[config.mk]
export PLATFORM = sky130hd
export DESIGN_NAME = mem_arbiter
export DESIGN_NICKNAME = d
export VERILOG_FILES = /design/src/rtl/mem_arb_pkg.sv /design/src/rtl/rd_tag_pipe.sv /design/src/rtl/mem_arbiter.sv
export SDC_FILE = /design/constraint.sdc
export NUM_CORES = 1
export LEC_CHECK = 0
export ABC_AREA = 1
export ABC_CLOCK_PERIOD_IN_PS = 1300
export CAP_MARGIN = 20
export CELL_PAD_IN_SITES_DETAIL_PLACEMENT = 1
export CELL_PAD_IN_SITES_GLOBAL_PLACEMENT = 1
export CORE_MARGIN = 4
export CORE_UTILIZATION = 23
export CTS_CLUSTER_SIZE = 16
export DETAILED_ROUTE_END_ITERATION = 16
export PLACE_DENSITY = 0.75
export RECOVER_POWER = 100
export REMOVE_ABC_BUFFERS = 1
export SLEW_MARGIN = 15
export SYNTH_ARGS = -nofsm -noshare
export SYNTH_HDL_FRONTEND = slang
export SYNTH_SLANG_ARGS = --single-unit
[constraint.sdc]
create_clock -name clk -period 1.3 [get_ports clk]
set_input_delay 0.26 -clock clk [delete_from_list [all_inputs] [get_ports clk]]
set_output_delay 0.26 -clock clk [all_outputs]
set_load 0.05 [all_outputs]
[src/rtl/mem_arb_pkg.sv]
// mem_arb_pkg: shared types and constants for the main_memory arbiter.
//   arb_state_e : arbiter FSM state encoding (2 bits)
//   OWNER_*     : read-return tag identifying which port issued a read
//   *_W_DEF     : default address/data widths for the 256x16 memory
package mem_arb_pkg;

  localparam int ADDR_W_DEF = 8;
  localparam int DATA_W_DEF = 16;

  localparam logic OWNER_CORE = 1'b0;
  localparam logic OWNER_HOST = 1'b1;

  typedef enum logic [1:0] {
    IDLE        = 2'd0,
    CORE_LAST   = 2'd1,
    HOST_LAST   = 2'd2,
    HOST_LOCKED = 2'd3
  } arb_state_e;

endpackage

[src/rtl/rd_tag_pipe.sv]
// rd_tag_pipe: STAGES-deep {valid, owner} shift register tracking reads in
// flight through the memory. Synchronous active-high clear drops all
// pending entries.
//   clk, rst          : clock, synchronous clear
//   i_vld, i_owner    : read issued this cycle and which port issued it
//   o_vld, o_owner    : read data is on ram_q this cycle, and its owner
module rd_tag_pipe #(
  parameter int STAGES = 1
) (
  input  logic clk,
  input  logic rst,
  input  logic i_vld,
  input  logic i_owner,
  output logic o_vld,
  output logic o_owner
);

  logic [STAGES:1] r_vld_pipe;
  logic [STAGES:1] r_own_pipe;

  always_ff @(posedge clk) begin
    if (rst) begin
      r_vld_pipe[1] <= 1'b0;
      r_own_pipe[1] <= 1'b0;
    end else begin
      r_vld_pipe[1] <= i_vld;
      r_own_pipe[1] <= i_owner;
    end
  end

  for (genvar k = 2; k <= STAGES; k++) begin : g_stage
    always_ff @(posedge clk) begin
      if (rst) begin
        r_vld_pipe[k] <= 1'b0;
        r_own_pipe[k] <= 1'b0;
      end else begin
        r_vld_pipe[k] <= r_vld_pipe[k-1];
        r_own_pipe[k] <= r_own_pipe[k-1];
      end
    end
  end

  assign o_vld   = r_vld_pipe[STAGES];
  assign o_owner = r_own_pipe[STAGES];

endmodule

[src/rtl/mem_arbiter.sv]
// mem_arbiter: shares the single-port main_memory between control_fsm (core)
// and the host loader/debug port. At most one access per cycle; round-robin
// under contention, with a host lock for burst loads. Read data is routed
// back to the issuing port via a tagged valid pipeline.
//   clk, rst                         : clock, synchronous active-high reset
//   core_req/we/addr/wdata -> gnt    : core request, combinational grant
//   core_rvalid, core_rdata          : core read return
//   host_* (same as core_*)          : host port
//   host_lock                        : keeps the core out while host owns mem
//   ram_addr, ram_data, ram_wren     : to main_memory
//   ram_q                            : from main_memory, READ_LAT after issue
module mem_arbiter
  import mem_arb_pkg::*;
#(
  parameter int ADDR_W   = ADDR_W_DEF,
  parameter int DATA_W   = DATA_W_DEF,
  parameter int READ_LAT = 1
) (
  input  logic              clk,
  input  logic              rst,
  input  logic              core_req,
  input  logic              core_we,
  input  logic [ADDR_W-1:0] core_addr,
  input  logic [DATA_W-1:0] core_wdata,
  output logic              core_gnt,
  output logic              core_rvalid,
  output logic [DATA_W-1:0] core_rdata,
  input  logic              host_req,
  input  logic              host_we,
  input  logic [ADDR_W-1:0] host_addr,
  input  logic [DATA_W-1:0] host_wdata,
  output logic              host_gnt,
  output logic              host_rvalid,
  output logic [DATA_W-1:0] host_rdata,
  input  logic              host_lock,
  output logic [ADDR_W-1:0] ram_addr,
  output logic [DATA_W-1:0] ram_data,
  output logic              ram_wren,
  input  logic [DATA_W-1:0] ram_q
);

  arb_state_e        r_state, w_next;
  logic              w_core_gnt, w_host_gnt;
  logic [ADDR_W-1:0] r_addr;
  logic [DATA_W-1:0] r_data;
  logic [DATA_W-1:0] r_core_rdata, r_host_rdata;
  logic              w_rd_issue, w_rd_vld, w_rd_owner;

  always_ff @(posedge clk) begin
    if (rst) r_state <= IDLE;
    else     r_state <= w_next;
  end

  // IDLE and HOST_LAST both favour the core; CORE_LAST favours the host.
  // Grants are suppressed during reset so nothing reaches the memory.
  always_comb begin
    w_core_gnt = 1'b0;
    w_host_gnt = 1'b0;
    w_next     = r_state;
    if (!rst) begin
      case (r_state)
        HOST_LOCKED: w_host_gnt = host_req;
        CORE_LAST: begin
          w_host_gnt = host_req;
          w_core_gnt = core_req & ~host_req;
        end
        default: begin
          w_core_gnt = core_req;
          w_host_gnt = host_req & ~core_req;
        end
      endcase
      if (w_core_gnt)
        w_next = CORE_LAST;
      else if (w_host_gnt)
        w_next = host_lock ? HOST_LOCKED : HOST_LAST;
      else if (r_state == HOST_LOCKED && !host_lock)
        w_next = HOST_LAST;
    end
  end

  assign core_gnt = w_core_gnt;
  assign host_gnt = w_host_gnt;

  // Memory-side bus: granted port's fields pass straight through; with no
  // grant the address/data hold the last issued values.
  always_ff @(posedge clk) begin
    if (rst) begin
      r_addr <= '0;
      r_data <= '0;
    end else if (w_host_gnt) begin
      r_addr <= host_addr;
      r_data <= host_wdata;
    end else if (w_core_gnt) begin
      r_addr <= core_addr;
      r_data <= core_wdata;
    end
  end

  always_comb begin
    ram_addr = r_addr;
    ram_data = r_data;
    ram_wren = 1'b0;
    if (rst) begin
      ram_addr = '0;
      ram_data = '0;
    end else if (w_host_gnt) begin
      ram_addr = host_addr;
      ram_data = host_wdata;
      ram_wren = host_we;
    end else if (w_core_gnt) begin
      ram_addr = core_addr;
      ram_data = core_wdata;
      ram_wren = core_we;
    end
  end

  assign w_rd_issue = (w_core_gnt & ~core_we) | (w_host_gnt & ~host_we);

  rd_tag_pipe #(.STAGES(READ_LAT)) u_rd_tag_pipe (
    .clk     (clk),
    .rst     (rst),
    .i_vld   (w_rd_issue),
    .i_owner (w_host_gnt ? OWNER_HOST : OWNER_CORE),
    .o_vld   (w_rd_vld),
    .o_owner (w_rd_owner)
  );

  // rst gating covers the reset cycle itself: a read already in flight
  // must not surface while reset is asserted.
  assign core_rvalid = w_rd_vld & ~rst & (w_rd_owner == OWNER_CORE);
  assign host_rvalid = w_rd_vld & ~rst & (w_rd_owner == OWNER_HOST);

  always_ff @(posedge clk) begin
    if (rst) begin
      r_core_rdata <= '0;
      r_host_rdata <= '0;
    end else begin
      if (core_rvalid) r_core_rdata <= ram_q;
      if (host_rvalid) r_host_rdata <= ram_q;
    end
  end

  assign core_rdata = rst ? '0 : (core_rvalid ? ram_q : r_core_rdata);
  assign host_rdata = rst ? '0 : (host_rvalid ? ram_q : r_host_rdata);

endmodule

After elaboration in Yosys (flattened, before gate mapping):

Cells that the tools add are included.

* register bits: 60
* bits of input ports: 71
* output and inout bits: 61

* equality and inequality tests: 2
* multiplexer cells: 24
* bitwise operators: 14
* reductions and logical operators: 6

Operators with widths (count)
* $mux W16: 7
* $mux W8: 3
* $mux W1: 11
* $and A1 B1 Y1: 7
* $not A1 Y1: 6
* $mux W2: 2
* $reduce_or A2 Y1: 2
* $reduce_bool A3 Y1: 1
* $eq A2 B1 Y1 const B: 1
* $eq A2 B2 Y1 const B: 1
* $pmux W1 S2: 1
* $reduce_bool A2 Y1: 1
* $logic_and A1 B1 Y1: 1
* $logic_not A1 Y1: 1
* $or A1 B1 Y1: 1

Depth between registers and ports, before layout:

Gate-level depths: netlist of the first run.

* depth in word-level cells: 8
* mapped depth: 8
* mapped depth without buffers: 7

Modules after synthesis:

A second synthesis of the first run with hierarchy kept.

* cells, all modules: 369
* area total of the unflattened synthesis: 2571.2 um^2

By module, submodules not included
* mem_arbiter: times used 1, cells an instance 363, area each 2516.2 um^2
* rd_tag_pipe: times used 1, cells an instance 6, area each 55.1 um^2

Worst setup path before layout of the first run:

Ideal clock, no wire load.

* path kind: register to output
* from: register r_state[0]
* to: output port ram_addr[0]
* arrival: 1.979 ns
* data required time: 1.040 ns
* slack: -0.939 ns
* cell stages (with the launch flop): 8
* path buffers: 0
* path through: dfxtp_1 inv_1 nand2_1 nand2_2 nand2_8 inv_1 o21ai_0 o21ai_0

* word-level cells in the longest chain between the ends: 7
* elaborated cells on any way between the ends: 12
* classes of those cells: eq/ne: 2; mux: 9; reduce/logical: 1

Ends and longest elaborated chain
* from (decl): RTL line mem_arbiter.sv:42 `arb_state_e r_state, w_next;`
* from (signal assigned): RTL line mem_arbiter.sv:51 `else r_state <= w_next;`
* $eq A2 B1 Y1 or $eq A2 B2 Y1 (tied branches): RTL line mem_arbiter.sv:61 `case (r_state)`
* $pmux W1 S2 or $reduce_or A2 Y1 (tied branches)
* $mux W1, on equally long branches: RTL line mem_arbiter.sv:60, mem_arbiter.sv:61
* $mux W1: RTL line mem_arbiter.sv:60 `if (!rst) begin`
* $mux W8 or $mux W1 (tied branches)
* $mux W8 *: RTL line mem_arbiter.sv:106 `end else if (w_host_gnt) begin`
* $mux W8 *: RTL line mem_arbiter.sv:103 `if (rst) begin`
* to (decl): RTL line mem_arbiter.sv:36 `output logic [ADDR_W-1:0] ram_addr,`

Every way passes the cells marked *; elsewhere a longest branch is shown, timed or not. The select of a mux whose other input is x is not followed.

Worst setup path in the final report of the first run:

* from: register r_state[1]
* to: output port ram_data[7]

* word-level cells in the longest chain between the ends: 7
* elaborated cells on any way between the ends: 12
* classes of those cells: eq/ne: 2; mux: 9; reduce/logical: 1

Ends and longest elaborated chain
* $eq A2 B1 Y1 or $eq A2 B2 Y1 (tied branches): RTL line mem_arbiter.sv:61
* $pmux W1 S2 or $reduce_or A2 Y1 (tied branches)
* $mux W1, on equally long branches: RTL line mem_arbiter.sv:60, mem_arbiter.sv:61
* $mux W1: RTL line mem_arbiter.sv:60
* $mux W16 or $mux W1 (tied branches)
* $mux W16 *: RTL line mem_arbiter.sv:106
* $mux W16 *: RTL line mem_arbiter.sv:103
* to (decl): RTL line mem_arbiter.sv:37 `output logic [DATA_W-1:0] ram_data,`

Marked as above.

==> results.json, run 1 <==
{
  "htreeDepth": 3,
  "worstHoldPathCells": 3,
  "grt_setup_unrepaired": "yes",
  "yosys.cell_count.top_type": "sky130_fd_sc_hd__nand2_1",
  "crit_reg_reg_startpoint": "r_state[1]",
  "sw_frac_of_total_pct": 34.4,
  "dp_hpwl_um": 7590,
  "list_of_most_frequent_post_synthesis_cells": "sky130_fd_sc_hd__nand2_1 (113), sky130_fd_sc_hd__o21ai_0 (62), sky130_fd_sc_hd__dfxtp_1 (60), sky130_fd_sc_hd__inv_1 (25), sky130_fd_sc_hd__a21oi_1 (20)",
  "cpPeakStageDelay_ns": 0.33,
  "min-delay-start": "rst",
  "synthToLayoutAreaGrowth_pct": 171,
  "relSlewSlack_pct": 81.2,
  "reg2reg_to": "r_data[10]",
  "coreArea_mm2": 0.00986,
  "worst-r2r-setup-slack_ns": -0.28,
  "worst_ir_drop_vdd_mv": 0.511,
  "fmax_mhz": 502,
  "path_delay_family": "simple AND/OR/NAND/NOR gates",
  "postCtsHoldBufs": 0,
  "postSynthRegisterBits": 60,
  "die_height_um": 109,
  "combinational_family_with_the_most_area_after_synthesis": "simple AND/OR/NAND/NOR gates",
  "period_minus_slack_ns": 1.99,
  "synth_top_area_share_pct": 50.9,
  "drt-initial-drc-count": 75,
  "path_cells": "nor2_2 > nand2_2 > nand2_4 > nand2_4 > inv_8 > clkbuf_16 > o21ai_2 > nand2_2 > buf_12",
  "yosys.area_share.adder_pct": 0,
  "compound_gate_portion_of_the_synthesized_area_pct": 18.3,
  "dieArea_mm2": 0.0119,
  "fin_crit_sh_pct": 153,
  "postRouteAntennaNets": 0,
  "setup_slack_ns": -0.692,
  "power_frac_comb_pct": 41.6,
  "grt_start_max_net_pins": 39,
  "antenna_found_initial": 0,
  "power.density_cell_area_mw_per_mm2": 931,
  "drv_slew": 0,
  "tightestPinTransition_ns": 0.281,
  "totalNegativeSetupSlack_ns": -37.74,
  "finalSetupViolations": 81,
  "critical_path.startpoint": "r_state[1]",
  "cts_made_buffers": 9,
  "clk_path_buf_depth": 2,
  "holdCritPathClass": "input port to register",
  "drc_violations_left": 0,
  "post_synth_instance_area_mm2": 0.00236,
  "synth_enable_flop_cells": 0,
  "routabilityCongestion": 0.751,
  "grt.overflow.total": 0,
  "grt_pass1_wl_um": 18100,
  "portBuffers": 131,
  "floorplan.initialDensity_pct": 23.9,
  "cts_tree": "built",
  "final_hold_vio_count": 0,
  "timing.hold.worst_endpoint": "r_state[1]",
  "critPathSlowestCell": "sky130_fd_sc_hd__dfxtp_2",
  "r2r.worst_path.cells": 10,
  "synth_cell_type_count": 20,
  "count_of_antenna_diodes_in_the_layout": 0,
  "cts_num_sinks": 60,
  "timing.critical_path.buf_inv": 3,
  "max_cap_viol_count": 0,
  "clock_slew_seen_by_the_registers_of_the_worst_setup_and_hold_paths_ns": 0.07,
  "overall_power_mw": 5.97,
  "leakagePower_nw": 2.77,
  "synth_area_leader_cell": "sky130_fd_sc_hd__dfxtp_1",
  "top_level_ports": 132,
  "path_class": "register to primary output",
  "post_drt_wl_per_cell_um": 20.9,
  "grt_util_all_layers_pct": 20.1,
  "sequentialPowerShare_pct": 34.1,
  "intPower_mw": 3.91,
  "ys_dominant_reg_cell": "sky130_fd_sc_hd__dfxtp_1",
  "synth_mux_area_share_pct": 0,
  "synth-xor-area-share_pct": 0,
  "synth-warning-count": 0,
  "critPathRequiredTime_ns": 1.04,
  "path_max_fanout": 5,
  "route.vias.total": 3116,
  "first_global_vias": 3398,
  "worstSetupStartpointType": "register",
  "synthesis.area_per_instance_um2": 7.42,
  "setup_clock_skew_after_layout_ns": 0.00643,
  "layout-drive-gt1-share_pct": 56.4,
  "syn_inst": 318,
  "via_per_inst": 4.64,
  "outcome": "complete, but fails checks",
  "fraction_of_the_mapped_netlist_area_in_simple_logic_gates_pct": 22.5,
  "critical_path_cell_count": 9,
  "worstSetupEndpointType": "primary output",
  "clock_tree.root_cell": "sky130_fd_sc_hd__clkbuf_8",
  "cp_data_arrival_time_ns": 1.73,
  "power.share.clock_pct": 24.3,
  "power_switching_mw": 2.05,
  "final_nets": 607,
  "netlist_top_cells_area": "sky130_fd_sc_hd__dfxtp_1 (51%), sky130_fd_sc_hd__nand2_1 (18%), sky130_fd_sc_hd__o21ai_0 (13%)",
  "totalWireLength_um": 14000,
  "minimum_hold_slack_ns": 0.405,
  "detail_route.first_pass.iterations": 4,
  "synth.yosys.seq_area_share_pct": 50.9,
  "violations_in_the_final_reports": "setup timing",
  "worstSkewPairLatency_ns": 0.34,
  "die_w_um": 109,
  "standard_cell_row_count": 36,
  "synth-async-reset-ratio_pct": 0
}
==> cell usage in the layout, fill, tap and decap left out, types with 6 or more instances in the layout <==
cell,synthesis,layout
sky130_fd_sc_hd__clkbuf_8,0,10
sky130_fd_sc_hd__clkdlybuf4s50_1,0,67
sky130_fd_sc_hd__a21oi_2,0,11
sky130_fd_sc_hd__buf_4,1,30
sky130_fd_sc_hd__o21ai_2,0,31
sky130_fd_sc_hd__buf_12,0,77
sky130_fd_sc_hd__nand2_1,113,66
sky130_fd_sc_hd__nor2_4,1,8
sky130_fd_sc_hd__o21ai_4,0,18
sky130_fd_sc_hd__a21oi_4,0,6
sky130_fd_sc_hd__dfxtp_1,60,56
sky130_fd_sc_hd__inv_1,25,21
sky130_fd_sc_hd__nand2_2,2,24
sky130_fd_sc_hd__nand2_4,1,26
sky130_fd_sc_hd__buf_6,2,39
sky130_fd_sc_hd__o21ai_1,1,11
==> power groups by stage <==
| stage | Clock (mW) | Sequential, mW | Combinational (mW) |
|---|---|---|---|
| after global placement | 0 | 2.03 | 1.79 |
| after floorplan | 0 | 2.03 | 0.717 |
| after CTS | 1.51 | 2.02 | 2.17 |
| after detailed placement | 0 | 2.04 | 1.83 |
| final | 1.45 | 2.03 | 2.48 |
| after global routing | 1.58 | 2.04 | 2.59 |
==> kinds of logic (layout without fill, tap and decap cells) <==
kind of cell / Yosys count / in the layout
AOI/OAI and AO/OA: 85 / 85
and+or+nand+nor: 130 / 132
buffers and inverters: 43 / 262
DFF: 60 / 60
==> stage by stage <==
stage	area, um2	setup slack [ns]	util [%]	instances
after global routing	6410	-0.784	64.9	672
after detailed placement	4850	-1.08	49.2	621
after global placement	4840	-1.27	49.0	620
after CTS	5710	-0.658	57.9	653
final	6410	-0.692	64.9	672
after floorplan	2260	-1.67	-	301
==> sequential cells by signal, summed over array words and instances (netlist names) <==
register	cells
r_addr	8
r_core_rdata	16
r_data	16
r_host_rdata	16
r_state	2
u_rd_tag_pipe.o_owner	1
u_rd_tag_pipe.o_vld	1
==> layer usage <==
metal	track usage, %	wire [um]	vias to the layer above
li1	-	-	1454
met3	10.1	1520	20
met1	20.3	5000	1500
met4	6.41	200	0
met5	0	0	-
met2	36.1	7330	142
==> tightest hold or removal path, delay by kind of cell <==
family,cells,cell delay [ns]
buf+inv,2,0.39
compound gates,1,0.05
==> layout make-up <==
type / count / area [um2]
clock buffer: 11 / 141
clock inverter: 3 / 15.0
fill: 981 / 3460
inverter: 26 / 110
multi-input combinational: 217 / 1720
sequential: 60 / 1210
tap: 133 / 166
timing repair buffer: 222 / 3050
==> what timing repair did <==
item	in CTS	in global routing
buffers inserted	23	22
pin swaps	25	28
gates resized for setup	169	144
gates cloned	7	4
endpoints found under the setup margin	118	102
==> how the worst max path moves through the flow <==
stage          slack, ns         endpoint
3_5_place_dp       -1.08   host_rdata[13]
2_1_floorplan      -1.67  r_core_rdata[0]
4_1_cts            -0.66   host_rdata[13]
6_report           -0.69      ram_data[7]
5_1_grt            -0.78     ram_data[13]
3_3_place_gp       -1.27    host_rdata[6]
Note: power is estimated with default switching activity, not from simulation.
==> inputs of run 2 (changes only) <==
--- a/config.mk
+++ b/config.mk
@@ -17,7 +17,7 @@
 export PLACE_DENSITY = 0.75
 export RECOVER_POWER = 100
 export REMOVE_ABC_BUFFERS = 1
-export SLEW_MARGIN = 15
+export SLEW_MARGIN = 20
 export SYNTH_ARGS = -nofsm -noshare
 export SYNTH_HDL_FRONTEND = slang
 export SYNTH_SLANG_ARGS = --single-unit
==> results of run 2 <==
Final layout, timing and power as in run 1 (identical DEF).
==> inputs of run 3 (changes only) <==
==> constraint.sdc (replaced) <==
create_clock -name clk -period 1.3 [get_ports clk]
set_input_delay 0.13 -clock clk [delete_from_list [all_inputs] [get_ports clk]]
set_output_delay 0.13 -clock clk [all_outputs]
set_load 0.05 [all_outputs]
==> run 3 against run 2 <==
  * The flow still finishes with violations (setup timing)
  * Largest cell class unchanged
  * Cell count is 0.30% higher
  * Critical path depth is 2 lower
  * Sequential share of layout area about the same
  * Via count grew 0.55%
  * Wire length increased by 4.4%
  * Global-route usage is 0.17 points higher
==> results.json, run 3 (synthesis gave the netlist of run 1 again) <==
{
  "path_delay_family": "buffers and inverters",
  "standard_cell_row_count": 36,
  "cpPeakStageDelay_ns": 0.38,
  "layout_top_registers": "r_core_rdata x16, r_data x16, r_host_rdata x16",
  "dp_hpwl_um": 7640,
  "holdCritPathClass": "input port to register",
  "portBuffers": 131,
  "grt.overflow.total": 0,
  "overall_power_mw": 6.23,
  "cts_made_buffers": 9,
  "cts_num_sinks": 60,
  "utilization_pct": 65.1,
  "postRouteAntennaNets": 0,
  "die_w_um": 109,
  "grt_setup_unrepaired": "yes",
  "synthToLayoutAreaGrowth_pct": 172,
  "path_class": "register to primary output",
  "final_hold_vio_count": 0,
  "timing.critical_path.buf_inv": 4,
  "worst_ir_drop_vdd_mv": 0.565,
  "count_of_antenna_diodes_in_the_layout": 0,
  "antenna_found_initial": 0,
  "post_drt_wl_per_cell_um": 21.7,
  "critPathRequiredTime_ns": 1.17,
  "drv_slew": 0,
  "grt_pass1_wl_um": 18500,
  "totalWireLength_um": 14700,
  "clock_slew_seen_by_the_registers_of_the_worst_setup_and_hold_paths_ns": 0.07,
  "top_level_ports": 132,
  "worstSetupEndpointType": "primary output",
  "routabilityCongestion": 0.751,
  "setup_clock_skew_after_layout_ns": 0.00905,
  "dieArea_mm2": 0.0119,
  "path_cells": "inv_2 > nor2_4 > buf_6 > nand2_2 > o21ai_1 > buf_4 > buf_12",
  "first_global_vias": 3438,
  "worstSetupStartpointType": "register",
  "tightestPinTransition_ns": 0.308,
  "grt_start_max_net_pins": 39,
  "period_minus_slack_ns": 1.86,
  "mostFrequentLayoutCells": "sky130_fd_sc_hd__buf_12 (69), sky130_fd_sc_hd__clkdlybuf4s50_1 (68), sky130_fd_sc_hd__nand2_1 (64)",
  "detail_route.first_pass.iterations": 4,
  "minimum_hold_slack_ns": 0.269,
  "leakagePower_nw": 2.80,
  "clock_tree.root_cell": "sky130_fd_sc_hd__clkbuf_8",
  "die_height_um": 109,
  "clk_path_buf_depth": 2,
  "grt_util_all_layers_pct": 20.3,
  "postCtsHoldBufs": 0,
  "cts_tree": "built",
  "power.density_cell_area_mw_per_mm2": 971,
  "setup_slack_ns": -0.556,
  "via_per_inst": 4.65,
  "drc_violations_left": 0,
  "fmax_mhz": 539,
  "outcome": "complete, but fails checks",
  "violations_in_the_final_reports": "setup timing",
  "cp_data_arrival_time_ns": 1.73,
  "nFillCells": 985,
  "fin_crit_sh_pct": 143,
  "final_nets": 609,
  "route.vias.total": 3133,
  "critPathSlowestCell": "sky130_fd_sc_hd__dfxtp_1",
  "htreeDepth": 3,
  "layout-drive-gt1-share_pct": 56.7,
  "worstSkewPairLatency_ns": 0.34,
  "commonest_non_fill_non_tap_cell_in_the_layout": "sky130_fd_sc_hd__buf_12",
  "path_max_fanout": 5,
  "drt-initial-drc-count": 60,
  "relSlewSlack_pct": 79.5,
  "finalSetupViolations": 77,
  "coreArea_mm2": 0.00986,
  "floorplan.initialDensity_pct": 23.9,
  "max_cap_viol_count": 0
}
-- run 3: metal layers --
| metal | GRT usage (%) | routed length [um] | share of wire, % |
|---|---|---|---|
| met1 | 20.8 | 5210 | 36 |
| met2 | 35.7 | 7470 | 51 |
| met3 | 10.7 | 1510 | 10 |
| met4 | 5.97 | 471 | 3.2 |
| met5 | 0 | 0 | 0 |
-- run 3: power breakdown --
group          internal [mW]  leakage [nW]  total, mW  switching (mW)
logic                   1.20          2.20       2.46            1.26
clock network          0.969        0.0983       1.73           0.766
registers               1.97         0.493       2.04          0.0721
-- run 3: per-stage QoR --
stage	setup slack, ns	instance area [um2]	TNS, ns	instances
6_report	-0.556	6420	-27.97	674
4_1_cts	-0.509	5610	-27.49	662
5_1_grt	-0.627	6420	-34.64	674
2_1_floorplan	-1.54	2260	-129.06	301
3_3_place_gp	-1.01	4840	-68.71	620
3_5_place_dp	-0.817	4850	-62.74	621
-- run 3: what timing repair did --
| action | in CTS | in global routing |
|---|---|---|
| gates cloned | 5 | 5 |
| pin swaps | 25 | 18 |
| buffers inserted | 27 | 16 |
| gates resized for setup | 159 | 164 |
| endpoints found under the setup margin | 116 | 94 |
-- run 3: area by class of cell --
type                       count  area [um2]  share of cell area [%]
timing repair buffer         224        3030                    47.3
clock buffer                  12         155                    2.42
tap                          133         166                    2.59
clock inverter                 2        35.0                   0.546
inverter                      26         108                    1.68
multi-input combinational    217        1710                    26.7
sequential                    60        1210                    18.8
-- run 3: path summary, 6_finish.rpt --
kind                            cells past startpoint            end             startpoint  slack [ns]
worst min-delay path                                3     r_state[1]                    rst        0.27
worst max-delay path                                7  host_rdata[8]  u_rd_tag_pipe.o_owner       -0.56
worst max register to register                     10     r_data[14]             r_state[1]       -0.17
worst min register to register                      2      r_data[3]              r_data[3]        0.51
-- run 3: worst reg2reg max path, stage by stage, from the launching register on --
cell and delay (ns):
sky130_fd_sc_hd__dfxtp_4 0.36, sky130_fd_sc_hd__nor2_4 0.03, sky130_fd_sc_hd__nand2_2 0.09, sky130_fd_sc_hd__nand2_4 0.09
sky130_fd_sc_hd__nand2_4 0.11, sky130_fd_sc_hd__inv_8 0.06, sky130_fd_sc_hd__clkbuf_16 0.17, sky130_fd_sc_hd__o21ai_4 0.13
sky130_fd_sc_hd__nand2_2 0.10, sky130_fd_sc_hd__buf_6 0.13, sky130_fd_sc_hd__buf_6 0.10
